**src/rtl/gpr_wb_ctrl.sv**
```systemverilog
// gpr_wb_ctrl: register-file write-back controller.
// Merges ALU results (strict priority) and buffered LSU results onto the single
// register-file write port. Tracks registers with outstanding long-latency writes.
// Optional performance counters are enabled by defining GPR_WB_PERF_CNT_EN.
module gpr_wb_ctrl #(
  parameter int unsigned WORD_WIDTH     = 32,
  parameter int unsigned GPR_ADDR_WIDTH = 5,
  parameter int unsigned GPR_NUM        = 32,
  parameter int unsigned LSU_FIFO_DEPTH = 2
) (
  input  logic                      clk,
  input  logic                      rst_n,
  input  logic                      iss_valid,
  input  logic                      iss_long,
  input  logic [GPR_ADDR_WIDTH-1:0] iss_rd,
  output logic                      iss_stall,
  input  logic [GPR_ADDR_WIDTH-1:0] chk_addr_0,
  input  logic [GPR_ADDR_WIDTH-1:0] chk_addr_1,
  output logic                      hazard_0,
  output logic                      hazard_1,
  input  logic                      alu_valid,
  input  logic [GPR_ADDR_WIDTH-1:0] alu_rd,
  input  logic [WORD_WIDTH-1:0]     alu_data,
  input  logic                      lsu_valid,
  output logic                      lsu_ready,
  input  logic [GPR_ADDR_WIDTH-1:0] lsu_rd,
  input  logic [WORD_WIDTH-1:0]     lsu_data,
  output logic                      we_n,
  output logic [GPR_ADDR_WIDTH-1:0] wr_addr,
  output logic [WORD_WIDTH-1:0]     wr_data,
  output logic [GPR_NUM-1:0]        busy_vec,
  output logic [31:0]               perf_wr_cnt,
  output logic [31:0]               perf_lsu_blk_cnt
);

  localparam int unsigned PTR_WIDTH = $clog2(LSU_FIFO_DEPTH);
  localparam int unsigned CNT_WIDTH = PTR_WIDTH + 1;

  logic [GPR_ADDR_WIDTH-1:0] fifo_rd   [LSU_FIFO_DEPTH];
  logic [WORD_WIDTH-1:0]     fifo_data [LSU_FIFO_DEPTH];
  logic [PTR_WIDTH-1:0]      wr_ptr;
  logic [PTR_WIDTH-1:0]      rd_ptr;
  logic [CNT_WIDTH-1:0]      count;
  logic                      fifo_full;
  logic                      fifo_empty;
  logic                      push;
  logic                      pop;
  logic                      sel_valid;
  logic                      sel_write;
  logic [GPR_ADDR_WIDTH-1:0] sel_rd;
  logic [WORD_WIDTH-1:0]     sel_data;
  logic [GPR_NUM-1:0]        set_mask;
  logic [GPR_NUM-1:0]        clr_mask;

  // Ready depends only on current occupancy; a same-cycle pop does not raise it.
  assign fifo_full  = (count == CNT_WIDTH'(LSU_FIFO_DEPTH));
  assign fifo_empty = (count == '0);
  assign lsu_ready  = !fifo_full;
  assign push       = lsu_valid && !fifo_full;
  assign pop        = !alu_valid && !fifo_empty;

  assign hazard_0  = busy_vec[chk_addr_0];
  assign hazard_1  = busy_vec[chk_addr_1];
  assign iss_stall = busy_vec[iss_rd];

  // Write-port arbitration: ALU first, else FIFO head; rd=0 consumes the slot silently.
  always_comb begin
    sel_valid = 1'b0;
    sel_rd    = '0;
    sel_data  = '0;
    if (alu_valid) begin
      sel_valid = 1'b1;
      sel_rd    = alu_rd;
      sel_data  = alu_data;
    end else if (!fifo_empty) begin
      sel_valid = 1'b1;
      sel_rd    = fifo_rd[rd_ptr];
      sel_data  = fifo_data[rd_ptr];
    end
    sel_write = sel_valid && (sel_rd != '0);
  end

  // Scoreboard set/clear masks; set is applied after clear so it wins.
  always_comb begin
    set_mask = '0;
    clr_mask = '0;
    if (iss_valid && iss_long && (iss_rd != '0)) begin
      set_mask = GPR_NUM'(1) << iss_rd;
    end
    if (pop) begin
      clr_mask = GPR_NUM'(1) << fifo_rd[rd_ptr];
    end
  end

  // Registered write port.
  always_ff @(posedge clk or negedge rst_n) begin
    if (!rst_n) begin
      we_n    <= 1'b1;
      wr_addr <= '0;
      wr_data <= '0;
    end else begin
      we_n <= !sel_write;
      if (sel_valid) begin
        wr_addr <= sel_rd;
        wr_data <= sel_data;
      end
    end
  end

  // Scoreboard register.
  always_ff @(posedge clk or negedge rst_n) begin
    if (!rst_n) begin
      busy_vec <= '0;
    end else begin
      busy_vec <= (busy_vec & ~clr_mask) | set_mask;
    end
  end

  // FIFO pointers and occupancy; pointers wrap naturally at the power-of-two depth.
  always_ff @(posedge clk or negedge rst_n) begin
    if (!rst_n) begin
      wr_ptr <= '0;
      rd_ptr <= '0;
      count  <= '0;
    end else begin
      if (push) begin
        wr_ptr <= wr_ptr + PTR_WIDTH'(1);
      end
      if (pop) begin
        rd_ptr <= rd_ptr + PTR_WIDTH'(1);
      end
      if (push && !pop) begin
        count <= count + CNT_WIDTH'(1);
      end else if (pop && !push) begin
        count <= count - CNT_WIDTH'(1);
      end
    end
  end

  // FIFO storage, no reset needed: entries are only read when counted valid.
  always_ff @(posedge clk) begin
    if (push) begin
      fifo_rd[wr_ptr]   <= lsu_rd;
      fifo_data[wr_ptr] <= lsu_data;
    end
  end

`ifdef GPR_WB_PERF_CNT_EN
  // Free-running event counters: real writes and ALU-blocked LSU cycles.
  always_ff @(posedge clk or negedge rst_n) begin
    if (!rst_n) begin
      perf_wr_cnt      <= '0;
      perf_lsu_blk_cnt <= '0;
    end else begin
      if (sel_write) begin
        perf_wr_cnt <= perf_wr_cnt + 32'd1;
      end
      if (alu_valid && !fifo_empty) begin
        perf_lsu_blk_cnt <= perf_lsu_blk_cnt + 32'd1;
      end
    end
  end
`else
  assign perf_wr_cnt      = '0;
  assign perf_lsu_blk_cnt = '0;
`endif

endmodule

```
**config.mk**
```make
export PLATFORM = sky130hd
export DESIGN_NAME = gpr_wb_ctrl
export DESIGN_NICKNAME = d
export VERILOG_FILES = /design/src/rtl/gpr_wb_ctrl.sv
export SDC_FILE = /design/constraint.sdc
export NUM_CORES = 1
export LEC_CHECK = 0
export CORE_UTILIZATION = 50
export CTS_CLUSTER_DIAMETER = 50
export DETAILED_ROUTE_END_ITERATION = 6
export PLACE_DENSITY = 0.86
export REMOVE_ABC_BUFFERS = 1
export SYNTH_ARGS = -nofsm -noshare
export SYNTH_HDL_FRONTEND = slang
export SYNTH_SLANG_ARGS = --single-unit
```
**constraint.sdc**
```tcl
create_clock -name clk -period 4.25 [get_ports clk]
set_input_delay 0.85 -clock clk [delete_from_list [all_inputs] [get_ports clk]]
set_output_delay 0.85 -clock clk [all_outputs]
set_load 0.02 [all_outputs]
```
-- Word level (Yosys, flattened, before mapping)
Memories as Yosys holds them, arrays and structs flattened.
Index checks and enable logic that the tools add are counted.
- bits in registers: 74
- latch bits: 0
- RAM bits: 74
- memory bits (read-only): 0
- input bits: 95
- output and inout port bits: 138
- logic and storage cells: 57
- memories kept: 2
- memory list (memory ; words ; width ; read ports ; clocked after Yosys merged registers in ; write ports ; RTL line ; text):
    fifo_data ; 2 ; 32 ; 1 ; 0 ; 1 ; 40 ; logic [WORD_WIDTH-1:0] fifo_data [LSU_FIFO_DEPTH];
    fifo_rd ; 2 ; 5 ; 1 ; 0 ; 1 ; 39 ; logic [GPR_ADDR_WIDTH-1:0] fifo_rd [LSU_FIFO_DEPTH];
- $add $sub $neg: 4
- multipliers: 0
- div/mod/pow operators: 0
- order comparisons: 3
- equality and inequality tests: 1
- shift operators: 2
- mux-type cells: 18
- bitwise gates (word level): 3
- reductions and logical operators: 17
- operators by type and width (cell ; number):
    32-bit 2-to-1 mux ; 4
    1-bit by 5-bit << shifter with 32-bit output, first input constant ; 2
    32-bit bitwise AND ; 1
    32-bit NOT ; 1
    32-bit bitwise OR ; 1
    5-bit by 6-bit less-than comparator with 1-bit output, second input constant ; 3
    1-bit binary-select mux with 5-bit select ; 3
    5-bit 2-to-1 mux ; 2
    5-bit nonzero test ; 2
    1-bit logical AND ; 7
    1-bit 2-to-1 mux ; 7
    1-bit zero test ; 6
    2-bit 2-to-1 mux ; 2
    1-bit adder, second input constant ; 2
    2-bit by 1-bit adder with 2-bit output, second input constant ; 1
    2-bit equality test, second input constant ; 1
    2-bit zero test ; 1
    2-bit nonzero test ; 1
    2-bit by 1-bit subtractor with 2-bit output, second input constant ; 1

-- Logic depth before layout (Yosys ltp)
Gate-level depths: netlist of the first run.
- word-level depth: 7
- gate-level depth with buffers: 8
- mapped depth without buffers: 7

-- Worst setup path before layout of the first run
Ideal clock, no wire load.
- path kind: input port to flip-flop
- from: in lsu_valid
- to: mem fifo_data[0][0], enable pin
- setup time: 0.431 ns
- arrival time: 2.508 ns
- required time: 3.819 ns
- slack: 1.311 ns
- stages: 2
- path buffers: 0
- cell sequence: nand2_1 > nor2_1
- cells in the longest elaborated chain, start to end: 3
- ends and longest elaborated chain (element ; RTL line ; text):
    start: declaration ; 24 ; input logic lsu_valid,
    1-bit logical AND ; 59 ; assign push = lsu_valid && !fifo_full;
    1-bit 2-to-1 mux ; 142 ; if (push) begin
    1-bit 2-to-1 mux (not written as such) ; 144 ; fifo_data[wr_ptr] <= lsu_data;
    end: declaration ; 40 ;
Every way passes these cells.

-- Final worst setup path of the first run
- from: in chk_addr_0[1]
- to: out hazard_0
- cells in the longest elaborated chain, start to end: 2
- ends and longest elaborated chain (element ; RTL line ; text):
    start: declaration ; 17 ; input logic [GPR_ADDR_WIDTH-1:0] chk_addr_0,
    1-bit binary-select mux with 5-bit select ; 62 ; assign hazard_0 = busy_vec[chk_addr_0];
    1-bit 2-to-1 mux (not written as such) ; 62 ;
    end: declaration ; 19 ; output logic hazard_0,
Every way passes these cells. The select of a mux whose other input is x is not followed.

==> run summary, run 1 <==
Antenna violations before repair -> 0
Via count -> 5562
Crit path arrival time -> 3050 ps
Most common cell after layout, fill and taps aside -> clkdlybuf4s50_1
Vias in the first global route -> 5428
Most frequent cells in the layout -> clkdlybuf4s50_1 (166), mux2i_1 (75), edfxtp_1 (74), o21ai_1 (72), dfrtp_1 (72)
Peak Freq -> 257 MHz
Maximum vdd drop -> 444 uV
CTS tree -> built
Switching part of the total -> 0.373
Top delay family on crit path -> buffers and inverters
Die width -> 122 um
Least-Margin Pin Slew -> 959 ps
Final Max Slew Viols -> 0
Max Buffers Root-to-Sink -> 2
Num Clock Sinks -> 148
Int Pwr -> 3940 uW
H-tree Lvls -> 4
Comb pwr share -> 0.376
Fillcell total -> 1055
Rows -> 43
FF-to-FF path depth -> 6
IO Pins -> 233
Critical Path RT -> 3400 ps
Critical Path Fanout Max -> 16
Routability Congestion -> 0.934
Avg WL per Cell -> 18.2 um
Placed Cells -> 983
Cts repair resizes -> 0
Core Footprint -> 0.0140 mm2
Setup TNS -> 0 ps
Flop pwr share -> 0.383
Inserted Clock Buffers -> 17
Global-route wire length before repair -> 28100 um
Fin cells -> 1015
Library cells used by synthesis -> 49
# setup viols final -> 0
Slowest stage delay, CP -> 550 ps
Number of setup buffers added after CTS -> 0
Synth area leaders -> edfxtp_1 (31%), dfrtp_1 (25%), mux2i_1 (10%), buf_4 (6.9%), o21ai_1 (5.0%)
Total Wirelength -> 18500 um
Crit-path cells -> clkdlybuf4s50_1 > buf_4 > mux2i_1 > a22oi_1 > nand4_1 > a21oi_1 > or3_1 > clkdlybuf4s50_1
Clk pwr share -> 0.240
CTS Hold Bufs -> 0
Slew Limit Headroom -> 0.361
Final Hold Fails -> 0
Synth Area per Inst -> 11.0 um2
Total GRT Usage -> 0.252
Fraction of layout cells with a size suffix above 1 -> 0.0599
Hold path depth -> 2
Post-synth EDFFs -> 74
Vias/cell -> 5.48
Seq/Total Area, Yosys -> 0.562
First-pass iteration count of the detailed router -> 5
Post-synth top area share -> 0.306
DP HPWL -> 12300 um
Initial core utilization -> 0.517
Max Cap Viol -> 0
Synthesized flop and latch total -> 148
Startpoint Class -> input pin
Worst Hold Class -> flip-flop to flip-flop
Fin util -> 0.672
Die area -> 0.0150 mm2
RSZ-0062 raised after global routing -> no
Min Tclk post-route -> 3900 ps
Cell count after synthesis -> 658
Worst Setup End Kind -> primary output
Critical path's slowest cell -> clkdlybuf4s50_1
Final period util -> 0.916
Dominant cell type by area after synthesis -> edfxtp_1
DRC -> 0
Nets@finish -> 918
Global route overflow -> 0
ANT cells -> 0
Async SR Flop Fraction -> 0.500
# port buffers -> 168
Leak -> 0.00385 uW
P&R area growth vs syn -> 30.0%
Chip height -> 122 um
Worst skew pair latency -> 420 ps
Largest net degree at the start of global routing -> 75
Post-route antenna net violation count -> 0
Synth Cell Area -> 0.00725 mm2
Power per Cell Area -> 667 mW/mm2
Worst setup path class -> input pin to primary output
Clk pin slew, worst setup/hold paths -> 60 ps
Max Clock Skew -> 8.22 ps
Initial DRC Count -> 432
Main synth FF type -> edfxtp_1
Buffers plus inverters on the worst setup path -> 3
Outcome -> finished, final reports clean
Crit path depth -> 8
Ys Warns -> 0
CTS Root Buffer Type -> clkbuf_16
Most frequent CP cell -> clkdlybuf4s50_1
Reported net switching power -> 2350 uW
[synth_stat cells, drive strengths merged, types with 2 or more instances]
master and count:
a2111oi 2, a211oi 2, a21oi 41, a221oi 3, a22oi 8, and2 2
and3 2, buf 80, clkbuf 14, dfrtp 73, edfxtp 74, inv 4
mux2i 75, mux4 4, nand2 70, nand2b 8, nand3 10, nand4 2
nand4b 3, nor2 45, nor2b 9, nor3 2, nor3b 2, o21ai 101
or2 3, or3 2, xnor2 2, xor2 3
[state kept, by name, summed over array words and instances, names as in the netlist]
register,cells
we_n,1
rd_ptr,1
busy_vec,32
wr_addr,5
count,2
fifo_rd,10
wr_data,32
fifo_data,64
wr_ptr,1
[layout make-up]
cell class / instances / area, um2 / share of cell area
flip-flops and latches: 148 / 4080 / 0.432
multi-input cells: 475 / 2780 / 0.295
repair buffers: 176 / 1730 / 0.184
clock buffers: 19 / 443 / 0.0469
well taps: 180 / 225 / 0.0239
clock inverters: 13 / 156 / 0.0166
inverters: 4 / 15.0 / 0.00159
[metrics by stage]
stage	cell area (um2)	setup WS [ps]	hold WS, ps	power [uW]
final	9430	355	554	6290
after global routing	9430	223	567	6600
after CTS	9430	357	558	6300
after detailed placement	8830	357	535	4760
after global placement	8830	372	523	4700
after floorplan	6860	1310	461	3670
[power by group through the flow]
stage          clock (uW)  combinational [uW]  sequential [uW]
2_1_floorplan           0                1050             2620
3_3_place_gp            0                2300             2400
3_5_place_dp            0                2350             2410
4_1_cts              1520                2380             2400
5_1_grt              1580                2560             2450
6_report             1510                2370             2410
[layer usage]
metal  GRT usage  routed length (um)  share of wire
met1       0.306                7170           0.39
met2       0.416                9000           0.49
met3      0.0799                1870           0.10
met4      0.0998                 408          0.022
met5           0                   0              0
[logic make-up after synthesis]
family          after synthesis  synth area share
other cells                   1          0.000517
simple gates                161             0.100
mux                          80             0.118
xor+xnor                      5           0.00604
flops                       148             0.562
fa+ha+maj                     1           0.00172
buf+inv                      98            0.0890
compound gates              164             0.122
[tightest hold or removal path: stages (launching register included)]
cell and delay, ps:
dfrtp_1 350, a21oi_1 70, o21ai_1 100
[worst paths after layout]
path                       slack (ps)               startpoint                 endpoint
setup / recovery                  350            chk_addr_0[1]                 hazard_0
hold / removal                    550  wr_data[13]$_DFFE_PN0N_  wr_data[13]$_DFFE_PN0N_
setup reg to reg                 2030       rd_ptr$_DFFE_PN0P_   busy_vec[17]$_DFF_PN0_
hold reg to reg                   550  wr_data[13]$_DFFE_PN0N_  wr_data[13]$_DFFE_PN0N_
max in group asynchronous        2970                    rst_n       rd_ptr$_DFFE_PN0P_
min in group asynchronous         570                    rst_n  wr_data[22]$_DFFE_PN0N_
Power figures use the tool's default switching activity.
==> run 2, diff against run 1 <==
- PLACE_DENSITY: 0.86 -> 0.89
==> run 2 against run 1 <==
Compared with the run above: die area did not move; final cell count did not move; total power fell by 1.8%; via count rose by 0.92%; global-route usage fell by 0.50 points; worst hold slack got worse by 4.2 ps; maximum frequency fell by 1.5%; first-iteration DRC count fell by 10%; design area fell by 0.28%; clock power fell by 7%; non-clock buffer count did not move; routed wire length fell by 3.2%; critical path type unchanged; largest power group unchanged; highest routed layer unchanged.
==> run summary, run 2 (synthesis gave the netlist of run 1 again) <==
Outcome -> finished, final reports clean
Most frequent cells in the layout -> clkdlybuf4s50_1 (166), mux2i_1 (75), edfxtp_1 (74), o21ai_1 (72), dfrtp_1 (72)
Antenna violations before repair -> 0
Final Hold Fails -> 0
DP HPWL -> 12500 um
Setup TNS -> 0 ps
Die area -> 0.0150 mm2
First-pass iteration count of the detailed router -> 5
Number of setup buffers added after CTS -> 0
IO Pins -> 233
Critical Path RT -> 3400 ps
Vias/cell -> 5.53
DRC -> 0
Startpoint Class -> input pin
P&R area growth vs syn -> 29.7%
Global route overflow -> 0
Final period util -> 0.931
Crit-path cells -> clkdlybuf4s50_1 > mux4_2 > mux2i_1 > nor3b_1 > a31oi_1 > nand3_1 > clkdlybuf4s50_1
Hold path depth -> 1
R2R Path End -> busy_vec[19]$_DFF_PN0_
Avg WL per Cell -> 17.6 um
Vias in the first global route -> 5401
Fraction of layout cells with a size suffix above 1 -> 0.0599
Worst skew pair latency -> 410 ps
# setup viols final -> 0
Chip height -> 122 um
H-tree Lvls -> 4
Core Footprint -> 0.0140 mm2
Max Buffers Root-to-Sink -> 2
Min Tclk post-route -> 3960 ps
Largest net degree at the start of global routing -> 75
Slowest stage delay, CP -> 690 ps
Post-route antenna net violation count -> 0
CTS Root Buffer Type -> clkbuf_16
Maximum vdd drop -> 567 uV
Critical path's slowest cell -> clkdlybuf4s50_1
Biggest regs -> fifo_data: 64 flops, busy_vec: 32 flops, wr_data: 32 flops
Most common cell after layout, fill and taps aside -> clkdlybuf4s50_1
Initial core utilization -> 0.517
Num Clock Sinks -> 148
Via count -> 5613
Leak -> 0.00384 uW
Max Clock Skew -> 5.68 ps
FF/Latch Area -> 0.00408 mm2
Slew Limit Headroom -> 0.371
Fin cells -> 1015
Hold Path End -> wr_ptr$_DFFE_PN0N_
Worst Hold Class -> flip-flop to flip-flop
Hold Startpoint -> wr_ptr$_DFFE_PN0N_
Global-route wire length before repair -> 27800 um
CTS Hold Bufs -> 0
Reg-to-reg slack, setup -> 1960 ps
Routability Congestion -> 0.960
Die width -> 122 um
Total GRT Usage -> 0.247
Critical Path Fanout Max -> 7
Worst setup path class -> input pin to primary output
# port buffers -> 168
Final Max Slew Viols -> 0
Top delay family on crit path -> buffers and inverters
Power per Cell Area -> 657 mW/mm2
Initial DRC Count -> 387
Max Cap Viol -> 0
Crit path arrival time -> 3110 ps
RSZ-0062 raised after global routing -> no
Fillcell total -> 1059
CTS tree -> built
Worst Setup End Kind -> primary output
Max reg flops -> 64
Rows -> 43
Footprint of the multi-input gates -> 0.00278 mm2
Critical R2R Launch -> count[1]$_DFFE_PN0P_
Buffers plus inverters on the worst setup path -> 2
Nets@finish -> 918
Cts repair resizes -> 0
Placed Cells -> 983
Largest Register -> fifo_data
Hold_ws -> 549 ps
Clk pin slew, worst setup/hold paths -> 60 ps
Inserted Clock Buffers -> 17
Most frequent CP cell -> clkdlybuf4s50_1
Least-Margin Pin Slew -> 943 ps
Peak Freq -> 253 MHz
Total Wirelength -> 17900 um
FF-to-FF path depth -> 6
ANT cells -> 0
## run 2: how the worst max path moves through the flow
stage	startpoint	to	slack, ps	depth (start not counted)
final	iss_rd[1]	iss_stall	290	7
after CTS	iss_rd[1]	iss_stall	300	7
after floorplan	lsu_valid	fifo_data[0][0]$_DFFE_PP_	1310	2
after global routing	iss_rd[1]	iss_stall	170	7
after global placement	iss_rd[1]	iss_stall	340	7
after detailed placement	iss_rd[1]	iss_stall	310	7
## run 2: routing by layer
metal | vias to the layer above | GRT usage | share of wire
li1 | 2562 | - | -
met1 | 2695 | 0.301 | 0.40
met5 | - | 0 | 0
met4 | 0 | 0.106 | 0.029
met2 | 305 | 0.408 | 0.48
met3 | 51 | 0.0720 | 0.091
## run 2: cell type report
class	instances	area share
Clock buffer	20	0.0497
Clock inverter	12	0.0112
Inverter	4	0.00160
Multi-Input combinational cell	475	0.296
Sequential cell	148	0.433
Tap cell	180	0.0239
Timing Repair Buffer	176	0.184
## run 2: per-stage QoR
stage / worst slack (ps) / instance area, um2 / power, uW / utilization
6_report: 295 / 9410 / 6180 / 0.670
5_1_grt: 172 / 9410 / 6500 / 0.670
4_1_cts: 303 / 9410 / 6190 / 0.670
3_5_place_dp: 312 / 8830 / 4760 / 0.629
3_3_place_gp: 337 / 8830 / 4700 / 0.629
2_1_floorplan: 1310 / 6860 / 3670 / -
## run 2: where the power goes
part / total [uW] / leakage (uW) / internal, uW / switching, uW
registers: 2400 / 0.00160 / 1970 / 425
clock network: 1410 / 0.000271 / 853 / 561
logic: 2370 / 0.00196 / 1030 / 1330
==> run 3, diff against run 2 <==
- CORE_UTILIZATION: 50 -> 65
- DONT_BUFFER_PORTS: unset -> 1
- PLACE_DENSITY: 0.89 -> 0.84
==> run 3 against run 2 <==
Compared with the run above: worst hold slack worse by 380 ps; combinational power down 42%; clock-buffer cell count down 2; die area down 23%; largest cell class unchanged.
==> run summary, run 3 (synthesis gave the netlist of run 1 again) <==
Power per Cell Area -> 724 mW/mm2
Inserted Clock Buffers -> 17
Max Clock Skew -> 9.47 ps
Clk pin slew, worst setup/hold paths -> 70 ps
Crit-path cells -> mux4_1 > mux2_2 > a31oi_1 > nand3_1
Vias/cell -> 6.38
Antenna violations before repair -> 0
Leak -> 0.00318 uW
Worst Setup End Kind -> primary output
Max Buffers Root-to-Sink -> 2
Routability Congestion -> 0.985
Hold_ws -> 172 ps
Worst Hold Class -> input pin to async pin
DRC -> 0
Core Footprint -> 0.0108 mm2
Maximum vdd drop -> 438 uV
Critical Path Fanout Max -> 5
Vias in the first global route -> 4875
Setup TNS -> 0 ps
Design area -> 0.00768 mm2
Min Tclk post-route -> 3170 ps
Final Hold Fails -> 0
Outcome -> finished, final reports clean
Worst setup path class -> flip-flop to primary output
ANT cells -> 0
First-pass iteration count of the detailed router -> 5
Post-route antenna net violation count -> 0
RSZ-0062 raised after global routing -> no
Largest net degree at the start of global routing -> 79
FF/Latch Area -> 0.00408 mm2
# port buffers -> 0
Initial core utilization -> 0.669
Most frequent cells in the layout -> mux2i_1 (75), edfxtp_1 (74), o21ai_1 (72), dfrtp_1 (72), nand2_1 (70)
Fin util -> 0.708
Slew Limit Headroom -> 0.267
Least-Margin Pin Slew -> 1100 ps
# setup viols final -> 0
Footprint of the multi-input gates -> 0.00278 mm2
CTS tree -> built
Critical Path RT -> 3400 ps
Total Wirelength -> 17600 um
Initial DRC Count -> 606
Avg WL per Cell -> 21.8 um
Fillcell total -> 724
Cts repair resizes -> 0
Fraction of layout cells with a size suffix above 1 -> 0.0646
DP Area -> 0.00707 mm2
Nets@finish -> 749
Via count -> 5142
Rows -> 38
Largest Register -> fifo_data
H-tree Lvls -> 4
Peak Freq -> 315 MHz
IO Pins -> 233
CTS Root Buffer Type -> clkbuf_8
Num Clock Sinks -> 148
Biggest regs -> fifo_data: 64 flops, busy_vec: 32 flops, wr_data: 32 flops
Worst skew pair latency -> 520 ps
Global-route wire length before repair -> 26000 um
Reg-to-reg slack, setup -> 1950 ps
Slowest stage delay, CP -> 560 ps
Max reg flops -> 64
Die width -> 108 um
Global route overflow -> 0
Chip height -> 108 um
Number of setup buffers added after CTS -> 0
Power Total -> 5560 uW
Critical path's slowest cell -> mux4_1
Total GRT Usage -> 0.308
Final Max Slew Viols -> 0
Final period util -> 0.747
Startpoint Class -> flip-flop
P&R area growth vs syn -> 5.86%
Most common cell after layout, fill and taps aside -> mux2i_1
Die area -> 0.0116 mm2
DP HPWL -> 11400 um
Max Cap Viol -> 0
Crit path arrival time -> 2320 ps
CTS Hold Bufs -> 2
==> run 3: cell types whose count changed in the layout (fill, tap and decap cells not counted), moves of 2 or more <==
cell / delta
buf_4: -7
inv_6: +2
clkinv_4: +3
dlygate4sd3_1: +4
clkinvlp_4: -2
clkdlybuf4s50_1: -166
clkbuf_16: -2
==> run 3: worst max-delay path: cells and delay by family, from the launching register on <==
| family | cells | cell delay (ps) |
|---|---|---|
| AOI/OAI and AO/OA | 1 | 170 |
| DFF | 1 | 550 |
| muxes | 2 | 840 |
| and+or+nand+nor | 1 | 240 |
==> run 3: area by class of cell <==
class / count / share of cell area
flip-flops and latches: 148 / 0.531
inverters: 4 / 0.00196
well taps: 140 / 0.0228
clock buffers: 18 / 0.0544
repair buffers: 7 / 0.0108
multi-input cells: 475 / 0.362
clock inverters: 14 / 0.0168
==> run 3: path summary, 6_finish.rpt <==
path,from,endpoint,cells past startpoint
worst max-delay path,busy_vec[28]$_DFF_PN0_,iss_stall,4
worst min-delay path,rst_n,busy_vec[14]$_DFF_PN0_,1
min in group clk,lsu_data[31],fifo_data[0][31]$_DFFE_PP_,0
max in group asynchronous,rst_n,wr_addr[0]$_DFFE_PN0N_,1
worst max register to register,count[0]$_DFFE_PN0P_,fifo_data[0][26]$_DFFE_PP_,3
worst min register to register,wr_ptr$_DFFE_PN0N_,wr_ptr$_DFFE_PN0N_,1
==> run 3: power by group <==
group / leakage, uW / switching (uW) / internal [uW]
sequential: 0.00160 / 843 / 1970
clock: 0.000264 / 586 / 781
combinational: 0.00132 / 848 / 533
==> run 3: per-layer routing <==
layer / track usage / up-vias / part of all wire
met5: 0 / - / 0
li1: - / 2218 / -
met2: 0.505 / 374 / 0.50
met1: 0.343 / 2486 / 0.34
met4: 0.149 / 0 / 0.041
met3: 0.136 / 64 / 0.12
==> run 3: through the flow <==
stage	setup WS, ps	std cells
floorplan	1310	627
global placement	1340	769
detailed placement	1330	769
CTS	1060	803
global route	978	806
finish	1080	806
